<file path="config.mk">
export PLATFORM = sky130hd
export DESIGN_NAME = mem_arbiter
export DESIGN_NICKNAME = d
export VERILOG_FILES = /design/src/rtl/mem_arbiter_pkg.sv /design/src/rtl/mem_arbiter_rr_pick.sv /design/src/rtl/mem_arbiter.sv
export SDC_FILE = /design/constraint.sdc
export NUM_CORES = 1
export LEC_CHECK = 0
export ABC_AREA = 0
export BUFFER_PORTS_ARGS = -buffer_cell sky130_fd_sc_hd__clkbuf_2
export CAP_MARGIN = 20
export CORE_MARGIN = 4
export CORE_UTILIZATION = 40
export CTS_BUF_LIST = sky130_fd_sc_hd__clkbuf_8
export DETAILED_ROUTE_END_ITERATION = 10
export PLACE_DENSITY = 0.77
export SKIP_CTS_REPAIR_TIMING = 1
export SYNTH_ARGS = -nofsm -noshare
export SYNTH_HDL_FRONTEND = slang
export SYNTH_SLANG_ARGS = --single-unit
</file>
<file path="constraint.sdc">
create_clock -name clk -period 2 [get_ports clk]
set_input_delay 0.6 -clock clk [delete_from_list [all_inputs] [get_ports clk]]
set_output_delay 0.6 -clock clk [all_outputs]
set_load 0.05 [all_outputs]
</file>
<file path="src/rtl/mem_arbiter_pkg.sv">
// mem_arbiter_pkg
//   Shared definitions for the PicoRV32 native-memory arbiter.
//   - ADDR_W / DATA_W / STRB_W : fixed 32-bit bus widths
//   - state_t                  : arbiter FSM encoding (IDLE/ISSUE/RESP)
//   - port_bits()              : index width for a given port count (min 1)
package mem_arbiter_pkg;

    localparam int unsigned ADDR_W = 32;
    localparam int unsigned DATA_W = 32;
    localparam int unsigned STRB_W = DATA_W / 8;

    typedef enum logic [1:0] {
        ST_IDLE  = 2'd0,
        ST_ISSUE = 2'd1,
        ST_RESP  = 2'd2
    } state_t;

    function automatic int unsigned port_bits(input int unsigned n);
        return (n <= 1) ? 1 : $clog2(n);
    endfunction

endpackage

</file>
<file path="src/rtl/mem_arbiter_rr_pick.sv">
// rr_pick
//   Combinational round-robin selector.
//   Ports:
//     req        in  N_PORTS    request vector
//     last_grant in  PORT_BITS  most recently granted port
//     found      out 1          any request present
//     index      out PORT_BITS  first requester after last_grant (wrapping)
module rr_pick
    import mem_arbiter_pkg::*;
#(
    parameter int unsigned N_PORTS   = 2,
    parameter int unsigned PORT_BITS = 1
) (
    input  logic [N_PORTS-1:0]   req,
    input  logic [PORT_BITS-1:0] last_grant,
    output logic                 found,
    output logic [PORT_BITS-1:0] index
);

    int unsigned cand;

    // Walk offsets 1..N_PORTS from last_grant; offset N_PORTS wraps back to
    // last_grant itself so a lone requester is still served.
    always_comb begin
        found = 1'b0;
        index = '0;
        cand  = 0;
        for (int unsigned i = 1; i <= N_PORTS; i++) begin
            cand = (32'(last_grant) + i) % N_PORTS;
            if (!found && req[cand]) begin
                found = 1'b1;
                index = cand[PORT_BITS-1:0];
            end
        end
    end

endmodule

</file>
<file path="src/rtl/mem_arbiter.sv">
// mem_arbiter
//   Round-robin arbiter sharing one downstream PicoRV32 native memory port
//   between N_PORTS upstream masters, one transaction at a time
//   (IDLE -> ISSUE -> RESP -> IDLE).
//   Optional build macro: MEM_ARBITER_LOCK_EN -- lets a master keep the
//   grant for up to LOCK_MAX extra consecutive transactions via up_lock.
//   Ports:
//     clk, resetn          clock, async active-low reset
//     up_valid/up_lock     per-port request / lock request     [N_PORTS]
//     up_addr/up_wdata     per-port address / write data       [32*N_PORTS]
//     up_wstrb             per-port byte strobes (0 = read)    [4*N_PORTS]
//     up_ready/up_rdata    per-port completion pulse / rdata
//     dn_valid/addr/wdata/wstrb  downstream request (registered)
//     dn_ready/dn_rdata    downstream completion / read data
//     grant_id/busy        current owner / FSM not in IDLE
module mem_arbiter
    import mem_arbiter_pkg::*;
#(
    parameter int unsigned N_PORTS  = 2,
    parameter int unsigned LOCK_MAX = 4
) (
    input  logic                     clk,
    input  logic                     resetn,
    input  logic [N_PORTS-1:0]       up_valid,
    input  logic [ADDR_W*N_PORTS-1:0] up_addr,
    input  logic [DATA_W*N_PORTS-1:0] up_wdata,
    input  logic [STRB_W*N_PORTS-1:0] up_wstrb,
    input  logic [N_PORTS-1:0]       up_lock,
    output logic [N_PORTS-1:0]       up_ready,
    output logic [DATA_W*N_PORTS-1:0] up_rdata,
    output logic                     dn_valid,
    output logic [ADDR_W-1:0]        dn_addr,
    output logic [DATA_W-1:0]        dn_wdata,
    output logic [STRB_W-1:0]        dn_wstrb,
    input  logic                     dn_ready,
    input  logic [DATA_W-1:0]        dn_rdata,
    output logic [port_bits(N_PORTS)-1:0] grant_id,
    output logic                     busy
);

    localparam int unsigned PORT_BITS = port_bits(N_PORTS);

    state_t               state;
    logic [PORT_BITS-1:0] last_grant;
    logic                 rr_found;
    logic [PORT_BITS-1:0] rr_idx;
    logic                 sel_found;
    logic [PORT_BITS-1:0] sel_idx;

    rr_pick #(
        .N_PORTS   (N_PORTS),
        .PORT_BITS (PORT_BITS)
    ) u_rr_pick (
        .req        (up_valid),
        .last_grant (last_grant),
        .found      (rr_found),
        .index      (rr_idx)
    );

`ifdef MEM_ARBITER_LOCK_EN
    logic [3:0] lock_cnt;
    logic       lock_hold;   // previous owner asked to keep the grant
    logic       sel_locked;

    // A pending lock overrides round-robin only if the owner is requesting
    // again; otherwise the normal search result is used.
    always_comb begin
        sel_found  = rr_found;
        sel_idx    = rr_idx;
        sel_locked = 1'b0;
        if (lock_hold && up_valid[grant_id]) begin
            sel_found  = 1'b1;
            sel_idx    = grant_id;
            sel_locked = 1'b1;
        end
    end
`else
    logic                   unused_lock;
    localparam int unsigned unused_lock_max = LOCK_MAX;
    assign unused_lock = ^up_lock;

    always_comb begin
        sel_found = rr_found;
        sel_idx   = rr_idx;
    end
`endif

    always_ff @(posedge clk or negedge resetn) begin
        if (!resetn) begin
            state      <= ST_IDLE;
            dn_valid   <= 1'b0;
            dn_addr    <= '0;
            dn_wdata   <= '0;
            dn_wstrb   <= '0;
            up_ready   <= '0;
            up_rdata   <= '0;
            grant_id   <= '0;
            busy       <= 1'b0;
            // Makes port 0 the first candidate after reset.
            last_grant <= PORT_BITS'(N_PORTS - 1);
`ifdef MEM_ARBITER_LOCK_EN
            lock_cnt   <= '0;
            lock_hold  <= 1'b0;
`endif
        end else begin
            up_ready <= '0;
            case (state)
                ST_IDLE: begin
`ifdef MEM_ARBITER_LOCK_EN
                    lock_hold <= 1'b0;
                    if (!sel_locked) begin
                        lock_cnt <= '0;
                    end
`endif
                    if (sel_found) begin
                        dn_valid <= 1'b1;
                        dn_addr  <= up_addr[ADDR_W*sel_idx +: ADDR_W];
                        dn_wdata <= up_wdata[DATA_W*sel_idx +: DATA_W];
                        dn_wstrb <= up_wstrb[STRB_W*sel_idx +: STRB_W];
                        grant_id <= sel_idx;
                        busy     <= 1'b1;
                        state    <= ST_ISSUE;
`ifdef MEM_ARBITER_LOCK_EN
                        // Locked re-grants leave the round-robin pointer alone.
                        if (sel_locked) begin
                            lock_cnt <= lock_cnt + 4'd1;
                        end else begin
                            last_grant <= sel_idx;
                        end
`else
                        last_grant <= sel_idx;
`endif
                    end
                end

                ST_ISSUE: begin
                    if (dn_ready) begin
                        dn_valid <= 1'b0;
                        up_ready[grant_id] <= 1'b1;
                        up_rdata[DATA_W*grant_id +: DATA_W] <= dn_rdata;
                        state <= ST_RESP;
`ifdef MEM_ARBITER_LOCK_EN
                        lock_hold <= up_lock[grant_id] && (lock_cnt < 4'(LOCK_MAX));
`endif
                    end
                end

                ST_RESP: begin
                    busy  <= 1'b0;
                    state <= ST_IDLE;
                end

                default: begin
                    dn_valid <= 1'b0;
                    busy     <= 1'b0;
                    state    <= ST_IDLE;
                end
            endcase
        end
    end

endmodule

</file>
**Yosys cells after proc, flatten, opt, wreduce, memory -nomap -nowiden**

Index checks and enable logic that the tools add are counted.

- Bitwise gates (word level): 2
- $add $sub $neg: 3
- Equality and inequality tests: 4
- Multiply operators: 0
- Mux-type cells: 20
- Shift-type cells: 5
- $lt $le $gt $ge: 4
- Reductions and logical operators: 9
- Div/mod/pow operators: 0

Operator list:

| kind | count |
|---|---|
| variable part select 64 x 7 -> 32 bit | 2 |
| bitwise mux 64 bit | 1 |
| variable shift 32 x 34 -> 64 bit, first input constant | 1 |
| variable part select 32 x 34 -> 64 bit | 1 |
| negator 6 -> 34 bit | 1 |
| 2-to-1 mux 1 bit | 11 |
| 2-to-1 mux 2 bit | 4 |
| AND reduction 2 bit | 4 |
| variable part select 8 x 4 -> 4 bit | 1 |
| < comparator 1 x 2 -> 1 bit, second input constant | 3 |
| inequality test 2 bit, second input constant | 2 |
| case mux 2 bit (2 select lines) | 1 |
| case mux 1 bit (3 select lines) | 1 |
| AND reduction 3 bit | 1 |
| adder 1 bit, second input constant | 2 |
| == test 2 x 1 -> 1 bit, second input constant | 1 |
| == test 2 bit, second input constant | 1 |
| logical AND 1 bit | 2 |
| zero test 2 bit | 1 |
| NOT 1 bit | 2 |
| case mux 1 bit (2 select lines) | 1 |
| demux 1 bit (select 1 bit) | 1 |
| >= comparator 1 bit, second input constant | 1 |
| zero test 1 bit | 1 |

- Output and inout bits: 137
- Bits in read-only memories: 0
- Latch bits: 0
- Register bits: 140
- Bits in writable memories: 0
- Logic and storage cells: 57
- Input bits: 175
- Memories kept: 0

**Depth between registers and ports, before layout**

Gate-level depths: netlist of run 1.

- Word-level depth: 9
- Depth in mapped cells: 6
- Depth with buffers taken out: 3

**Hierarchy**

Synthesis of run 1 repeated with hierarchy kept, for this count alone.

- Cells, all modules: 459
- Area, all modules: 5,921.9 um^2

By module, submodules not included:

| module | seq. area each (um^2) | cells an instance | instances | area an instance (um^2) |
|---|---|---|---|---|
| mem_arbiter | 3,504.6 | 457 | 1 | 5,908.2 |
| rr_pick | 0.0 | 2 | 1 | 13.8 |

**Worst setup path before layout of run 1**

No wires, ideal clock.

- Path kind: input-to-reg
- Start: input port up_valid[1]
- End: register dn_addr[25]
- Data required time: 1.875 ns
- Stages: 6
- Path slack: 0.159 ns
- Data arrival time: 1.717 ns
- Path through: a21bo_1 buf_2 buf_6 buf_6 mux2_4 mux2_2

- Cells in the longest elaborated chain, start to end: 7

RTL lines:

| element | RTL line | text |
|---|---|---|
| start, declared | mem_arbiter.sv:24 | `input logic [N_PORTS-1:0] up_valid,` |
| 2-to-1 mux 1 bit (not written as such) (2 in series) | mem_arbiter_rr_pick.sv:30 | `if (!found && req[cand]) begin` |
| 2-to-1 mux 1 bit | mem_arbiter_rr_pick.sv:30 |  |
| zero test 1 bit | mem_arbiter_rr_pick.sv:30 |  |
| logical AND 1 bit | mem_arbiter_rr_pick.sv:30 |  |
| 2-to-1 mux 1 bit | mem_arbiter_rr_pick.sv:30 |  |
| variable part select 64 x 7 -> 32 bit / AND reduction 2 bit (equally long branches) | n/a |  |
| end signal, assigned | mem_arbiter.sv:117 | `dn_addr <= up_addr[ADDR_W*sel_idx +: ADDR_W];` |
| end, declared | mem_arbiter.sv:32 | `output logic [ADDR_W-1:0] dn_addr,` |

Parallel ways exist; a longest one is shown, timed or not. The select of a mux whose other input is x is not followed.
A chain may end at the register's enable or synchronous reset.

**Worst setup path after layout of run 1**

- Start: register grant_id
- End: output port grant_id

RTL lines:

| element | RTL line | text |
|---|---|---|
| start, declared | mem_arbiter.sv:37 | `output logic [port_bits(N_PORTS)-1:0] grant_id,` |
| start signal, assigned | mem_arbiter.sv:120 | `grant_id <= sel_idx;` |

No word-level cell between the ends.

==> impl_metrics.toml, run 1 <==
[sta]
timing.fmax_mhz = 567
slew_headroom = 0.695
tightest_slew_ns = 0.458
final_hold_viol_count = 0
setup_viol_count_final = 0
fin_crit_ns = 1.76
skew_ns = 0.00848
whs_ns = 0.140
slew_violations = 0
setup_tns_ns = 0
min_period_over_period = 0.882
rsz0062_at_grt = "no"
worst_slack_ns = 0.236

[drt]
drt_iter0_drc = 139
wl_mm = 14.7
drtPass1Iterations = 4
drc = 0
vias_per_cell = 4.76
vias = 4253
avgRoutedWirePerCell_um = 16.5
ant_nets = 0

[clock_tree]
clock_path_buffers = 2
clkTransAtPathRegs_ns = 0.07
cts_tree = "built"
cts_buffers = 17
clock-sinks = 140
insertion_delay_ns = 0.42
cts_root_buf = "clkbuf_8"
h-tree-depth = 4

[logic_synthesis]
synth-edff-count = 0
synth_flop_cell = "dfrtp_1"
async_flop_share = 1.00
ys_warn_count = 0
synth_cells = 380
synth.area.top_cells = "dfrtp_1 58%, mux2_2 36%, mux2_4 2.2%"
synth_top_area_share = 0.579
ys_seq_elements = 140
syn_area_um2 = 6010
syn-num-nets = 555
synth_seq_area_share = 0.583
yosysTopAreaCell = "dfrtp_1"
syn_area_per_cell_um2 = 15.8
ys_types = 20

[setup_path]
worstPathRequired_ns = 1.40
cp_slowest_cell = "dfrtp_1"
slowest_delay_ns = 0.42
worst_setup_path_start_kind = "register"
r2r_start = "last_grant"
end_kind = "primary output"
path_max_fanout = 4
r2r-end = "dn_wdata[5]"
reg2reg_depth = 4
critical_path.startpoint = "grant_id"
cp_cell_sequence = "clkbuf_2"
r2r_slack_ns = 0.25
path_class = "register to primary output"
cp_data_arrival_time_ns = 1.16
cp_num_buf_inv = 1
path_delay_family = "flip-flops"

[finish]
drive_gt1_frac = 0.781
nets = 874
fill_cells = 1224
diodes = 0
finalCoreUtilization = 0.561
syn_to_final_growth_pct = 36.6

[placement]
gpl.final_weighted_congestion = 0.746
pre_cts_ws_ns = 0.0448
place_hpwl_mm = 11.6
port_buffers = 309

[floorplanning]
num_io_pins = 312
dieHeight_um = 131
dieWidth_um = 131
rows = 44
dieArea_um2 = 17000
initial_core_util = 0.410
design.core.area_um2 = 14600

[global_routing]
grt_max_degree = 87
grt_overflow = 0
grt_util_all_layers = 0.170
grt_pass1_vias = 4509
grt_pass1_wl_mm = 22.2
antenna_found_initial = 0

[run]
drv_cap = 0

[outcome]
status = "complete, no violations"

[min_path]
hold_path.class = "primary input to async pin"
## cell usage in the layout, fill, tap and decap left out
| cell type | n |
|---|---|
| inv_6 | 1 |
| buf_12 | 6 |
| a21o_1 | 1 |
| inv_1 | 3 |
| clkinv_2 | 2 |
| o21ai_0 | 3 |
| a21bo_4 | 1 |
| clkbuf_2 | 308 |
| clkbuf_8 | 18 |
| buf_6 | 1 |
| dfstp_2 | 1 |
| nor2b_2 | 1 |
| buf_4 | 7 |
| a21oi_1 | 1 |
| nand2b_1 | 1 |
| clkinv_4 | 2 |
| and3b_1 | 1 |
| mux2_2 | 191 |
| dfrtp_1 | 139 |
| nor3_1 | 1 |
| clkinvlp_4 | 4 |
| nor2_1 | 1 |
| mux2_4 | 9 |
| o21ai_4 | 1 |
| bufinv_16 | 1 |
| a31oi_1 | 1 |
| nand2_1 | 3 |
## layer usage
layer / GRT usage / wire length (um) / vias up
met5: 0 / 0 / -
met4: 0.0496 / 197 / 0
met3: 0.0821 / 1470 / 14
met2: 0.307 / 7800 / 195
met1: 0.174 / 5260 / 2048
li1: - / - / 1996
## cell type report
type	count	area, um2	area share
tap	184	230	0.0280
timing repair buffer	322	1730	0.210
inverter	2	7.51	0.000914
clock buffer	18	248	0.0302
clock inverter	11	100	0.0122
sequential	140	3500	0.427
multi-input combinational	216	2400	0.292
## registers in the layout, indices dropped and copies added (netlist names)
register    flops
state           2
up_ready        2
dn_wdata       32
up_rdata       64
last_grant      1
dn_valid        1
grant_id        1
busy            1
dn_addr        32
dn_wstrb        4
## through the flow
stage          std cells  area, um2
2_1_floorplan        380       6010
3_3_place_gp         864       7860
3_5_place_dp         864       7860
4_1_cts              893       8210
5_1_grt              893       8210
6_report             893       8210
## cells in the mapped netlist, types with 2 or more instances
cell type  count
mux2_2       191
nand2_1        3
inv_1          2
dfrtp_1      139
o21ai_0        3
buf_6          2
buf_2         19
mux2_4         9
## logic make-up after synthesis
family          count (synthesis)  synth area share
mux                           200             0.380
flops                         140             0.583
buf+inv                        24            0.0214
compound gates                  8           0.00812
simple gates                    8           0.00687
## worst max-delay path by stage
stage	slack, ns	end	cells after the start
floorplan	0.16	dn_addr[25]	6
global placement	0.11	dn_wdata[11]	5
detailed placement	0.04	dn_wdata[5]	5
CTS	0.21	grant_id	1
global route	0.17	grant_id	1
finish	0.24	grant_id	1
Power of run 1 is left out: the tool's default activity adds up to more than one toggle a clock period on the data nets, which glitch-free logic cannot reach.
==> inputs of run 2 (changes only) <==
==> constraint.sdc (replaced) <==
create_clock -name clk -period 2.15 [get_ports clk]
set_input_delay 0.645 -clock clk [delete_from_list [all_inputs] [get_ports clk]]
set_output_delay 0.645 -clock clk [all_outputs]
set_load 0.05 [all_outputs]
==> impl_metrics.toml, run 2 (synthesized netlist as in run 1, its figures left out) <==
[outcome]
status = "complete, no violations"

[finish]
largestRegisters = "up_rdata: 64 flops, dn_addr: 32 flops, dn_wdata: 32 flops"
nets = 872
syn_to_final_growth_pct = 37.1
largest_register = "up_rdata"
diodes = 0
largest_register_ffs = 64
seqCellArea_um2 = 3500
final_cells = 894
drive_gt1_frac = 0.782
fill_cells = 1202
final_cell_mix = "308 x clkbuf_2, 191 x mux2_2, 139 x dfrtp_1, 18 x clkbuf_8, 9 x mux2_4"
final_common_cell = "clkbuf_2"
multiInputGateArea_um2 = 2400

[placement]
numPlacedInstances = 862
pre_cts_ws_ns = 0.120
place_hpwl_mm = 11.9
port_buffers = 309
gpl.final_weighted_congestion = 0.745

[clock_tree]
clock-sinks = 140
insertion_delay_ns = 0.42
clock_path_buffers = 2
h-tree-depth = 4
cts_root_buf = "clkbuf_8"
clkTransAtPathRegs_ns = 0.08
cts_tree = "built"
cts_buffers = 17

[floorplanning]
dieWidth_um = 131
initial_core_util = 0.410
dieArea_um2 = 17000
dieHeight_um = 131
rows = 44
design.core.area_um2 = 14600
num_io_pins = 312

[sta]
worst_slack_ns = 0.347
whs_ns = 0.131
slew_violations = 0
min_period_over_period = 0.838
skew_ns = 0.00808
setup_viol_count_final = 0
rsz0062_at_grt = "no"
final_hold_viol_count = 0
timing.fmax_mhz = 555
setup_tns_ns = 0
slew_headroom = 0.729
fin_crit_ns = 1.80
tightest_slew_ns = 0.407

[drt]
drt_iter0_drc = 51
drc = 0
wl_mm = 15.1
vias_per_cell = 4.84
vias = 4324
drtPass1Iterations = 4
avgRoutedWirePerCell_um = 16.9
ant_nets = 0

[global_routing]
antenna_found_initial = 0
grt_util_all_layers = 0.175
grt_pass1_wl_mm = 22.9
grt_overflow = 0
grt_max_degree = 56
grt_pass1_vias = 4695

[setup_path]
cp_num_buf_inv = 1
end_kind = "primary output"
path_delay_family = "flip-flops"
path_class = "register to primary output"
slowest_delay_ns = 0.42
cp_data_arrival_time_ns = 1.16
worstPathRequired_ns = 1.50
cp_cell_sequence = "clkbuf_2"
r2r_slack_ns = 0.41
worst_setup_path_start_kind = "register"
path_max_fanout = 4
cp_slowest_cell = "dfrtp_1"

[run]
drv_cap = 0

[min_path]
hold_path.class = "primary input to async pin"
[run 2: stage by stage]
stage / util / area [um2]
detailed placement: 0.536 / 7850
floorplan: - / 6010
CTS: 0.563 / 8240
global placement: 0.536 / 7850
finish: 0.563 / 8240
global route: 0.563 / 8240
[run 2: layer usage]
layer / part of all wire / routed length [um] / track usage
met1: 0.35 / 5210 / 0.174
met2: 0.54 / 8160 / 0.322
met3: 0.092 / 1390 / 0.0667
met4: 0.021 / 311 / 0.0780
met5: 0 / 0 / 0
[run 2: worst register-to-register path, stage by stage (launching register included)]
cell and delay [ns]:
dfstp_2 0.56, a21bo_4 0.18, buf_12 0.22, mux2_2 0.39, mux2_2 0.27
[run 2: path summary, 6_finish.rpt]
| path | end | depth (start not counted) | from |
|---|---|---|---|
| max | grant_id | 1 | grant_id |
| min | up_rdata[31] | 1 | resetn |
| max reg2reg | dn_wdata[12] | 4 | last_grant |
| min reg2reg | dn_addr[28] | 1 | dn_addr[28] |
| max in group asynchronous | dn_wdata[16] | 2 | resetn |
| min in group clk | up_rdata[53] | 2 | dn_rdata[21] |
[run 2: final cells by class]
class | count | share of cell area
clock buffers | 18 | 0.0301
clock inverters | 14 | 0.0176
inverters | 2 | 0.000911
multi-input cells | 216 | 0.291
flip-flops and latches | 140 | 0.425
well taps | 184 | 0.0279
repair buffers | 320 | 0.208
Power of run 2 is left out for the same reason.
==> inputs of run 3 (changes only) <==
--- a/config.mk
+++ b/config.mk
@@ -5,14 +5,14 @@
 export SDC_FILE = /design/constraint.sdc
 export NUM_CORES = 1
 export LEC_CHECK = 0
-export ABC_AREA = 0
+export ABC_AREA = 1
 export BUFFER_PORTS_ARGS = -buffer_cell sky130_fd_sc_hd__clkbuf_2
 export CAP_MARGIN = 20
 export CORE_MARGIN = 4
 export CORE_UTILIZATION = 40
 export CTS_BUF_LIST = sky130_fd_sc_hd__clkbuf_8
 export DETAILED_ROUTE_END_ITERATION = 10
-export PLACE_DENSITY = 0.77
+export PLACE_DENSITY = 0.76
 export SKIP_CTS_REPAIR_TIMING = 1
 export SYNTH_ARGS = -nofsm -noshare
 export SYNTH_HDL_FRONTEND = slang
==> constraint.sdc (replaced) <==
create_clock -name clk -period 1.7 [get_ports clk]
set_input_delay 0.51 -clock clk [delete_from_list [all_inputs] [get_ports clk]]
set_output_delay 0.51 -clock clk [all_outputs]
set_load 0.05 [all_outputs]
==> impl_metrics.toml, run 3 <==
[finish]
largest_register_ffs = 64
syn_to_final_growth_pct = 34.6
drive_gt1_frac = 0.316
fin_area_um2 = 8770
final_cell_mix = "306 x clkbuf_2, 275 x nand2_1, 173 x inv_1, 139 x dfrtp_1, 137 x nand3_1"
nets = 1326
largest_register = "up_rdata"
finalCoreUtilization = 0.550
largestRegisters = "up_rdata: 64 flops, dn_addr: 32 flops, dn_wdata: 32 flops"
final_common_cell = "clkbuf_2"
diodes = 0

[drt]
wl_mm = 18.0
ant_nets = 0
avgRoutedWirePerCell_um = 13.1
vias_per_cell = 4.53
drtPass1Iterations = 5
vias = 6245
drt_iter0_drc = 303
drc = 0

[clock_tree]
clock_path_buffers = 2
clkTransAtPathRegs_ns = 0.08
cts_buffers = 17
clock-sinks = 140
cts_tree = "built"
h-tree-depth = 4
insertion_delay_ns = 0.43
cts_root_buf = "clkbuf_8"

[logic_synthesis]
syn-num-nets = 1029
syn_area_per_cell_um2 = 7.63
synth_cells = 854
syn_area_um2 = 6510
yosys-top-cells-count = "278 x nand2_1, 173 x inv_1, 139 x dfrtp_1, 137 x nand3_1, 42 x o21ai_0"
synth.area.top_cells = "dfrtp_1 53%, nand2_1 16%, nand3_1 11%"
yosysMostFrequentCell = "nand2_1"
synth_xor_area_frac = 0
synthAdderAreaFrac = 0
ys_warn_count = 0
synth_top_area_share = 0.534
ys_types = 18
synth_flop_cell = "dfrtp_1"
synthMuxAreaShare = 0
yosysTopAreaCell = "dfrtp_1"
synth_seq_area_share = 0.538
synth-simple-area-share = 0.271
synth_top_family_by_area = "simple AND/OR/NAND/NOR gates"
synth-compound-area-share = 0.0515
async_flop_share = 1.00
ys_seq_elements = 140
synth-edff-count = 0

[min_path]
hold_path.class = "primary input to register"
hold_path.startpoint = "dn_rdata[22]"

[floorplanning]
rows = 46
num_io_pins = 312
design.core.area_um2 = 15900
dieWidth_um = 136
dieArea_um2 = 18400
initial_core_util = 0.408
dieHeight_um = 136

[setup_path]
path_class = "register to primary output"
end_kind = "primary output"
path_max_fanout = 2
worst_setup_path_start_kind = "register"
cp_num_buf_inv = 1
path_delay_family = "flip-flops"
critical_path.startpoint = "dn_addr[12]"
cp_data_arrival_time_ns = 1.12
slowest_delay_ns = 0.40
cp_cell_sequence = "clkbuf_2"
worstPathRequired_ns = 1.19
cp_slowest_cell = "dfrtp_1"
r2r_start = "state[1]"

[sta]
final_hold_viol_count = 0
timing.fmax_mhz = 614
slew_headroom = 0.773
worst_slack_ns = 0.0703
setup_viol_count_final = 0
fin_crit_ns = 1.63
tightest_slew_ns = 0.340
rsz0062_at_grt = "no"
slew_violations = 0
whs_ns = 0.313
setup_tns_ns = 0
skew_ns = 0.00976
min_period_over_period = 0.959

[global_routing]
grt_pass1_vias = 5785
grt_pass1_wl_mm = 28.6
grt_util_all_layers = 0.195
grt_max_degree = 66
grt_overflow = 0
antenna_found_initial = 0

[power]
power_density_nw_per_um2 = 2200
p_leak_nw = 5.47
ir_drop_mv = 1.24

[run]
drv_cap = 0

[placement]
place_hpwl_mm = 13.5
pre_cts_ws_ns = 0.125
gpl.final_weighted_congestion = 0.800
port_buffers = 309
placed_cell_area_um2 = 8360

[outcome]
status = "complete, no violations"
[run 3: cell types whose count changed after synthesis, sizes merged, moves of 4 or more]
cell / before / now
nand3: 0 / 137
inv: 2 / 176
nand2: 3 / 278
nor2: 1 / 5
mux2: 200 / 0
clkbuf: 1 / 14
buf: 21 / 36
o21ai: 4 / 66
[run 3: stage by stage]
step,cells,power (mW)
floorplan,854,13.8
finish,1380,19.3
global route,1380,20.5
detailed placement,1347,16.7
CTS,1379,19.5
global placement,1347,16.6
[run 3: area by class of cell]
| type | count | area, um2 |
|---|---|---|
| Clock buffer | 17 | 234 |
| Clock inverter | 15 | 165 |
| Fill cell | 1505 | 7180 |
| Inverter | 176 | 661 |
| Multi-Input combinational cell | 488 | 2110 |
| Sequential cell | 140 | 3500 |
| Tap cell | 216 | 270 |
| Timing Repair Buffer | 328 | 1830 |
[run 3: metal layers]
| metal | vias to the layer above | routed length (um) | GRT usage |
|---|---|---|---|
| met2 | 262 | 8630 | 0.321 |
| met3 | 21 | 1920 | 0.0702 |
| met5 | - | 0 | 0 |
| met4 | 0 | 318 | 0.0588 |
| li1 | 3165 | - | - |
| met1 | 2797 | 7150 | 0.243 |
[run 3: path summary, 6_finish.rpt]
path,cells past startpoint,slack (ns),to
min reg2reg,2,0.48,dn_addr[25]
min,3,0.31,up_rdata[22]
max,1,0.07,dn_addr[12]
max reg2reg,7,0.28,dn_wdata[25]
max in group asynchronous,3,0.57,dn_wdata[15]
min in group asynchronous,2,0.55,up_rdata[43]
[run 3: power by group]
part           internal [mW]  switching (mW)  total, mW
Sequential              4.93           0.897       5.82
Combinational           2.39            8.38       10.8
Clock                   1.33            1.36       2.69
Total                   8.64            10.6       19.3
[run 3: tightest hold or removal path, stage by stage]
cell,delay [ns]
clkbuf_2,0.08
inv_1,0.06
o21ai_1,0.06
[run 3: kinds of logic (layout without fill, tap and decap cells)]
| kind of cell | Yosys count | in the layout |
|---|---|---|
| buffers and inverters | 226 | 536 |
| AOI/OAI and AO/OA | 67 | 67 |
| and+or+nand+nor | 421 | 421 |
| DFF | 140 | 140 |
No activity file was read; power rests on OpenSTA's default activity.
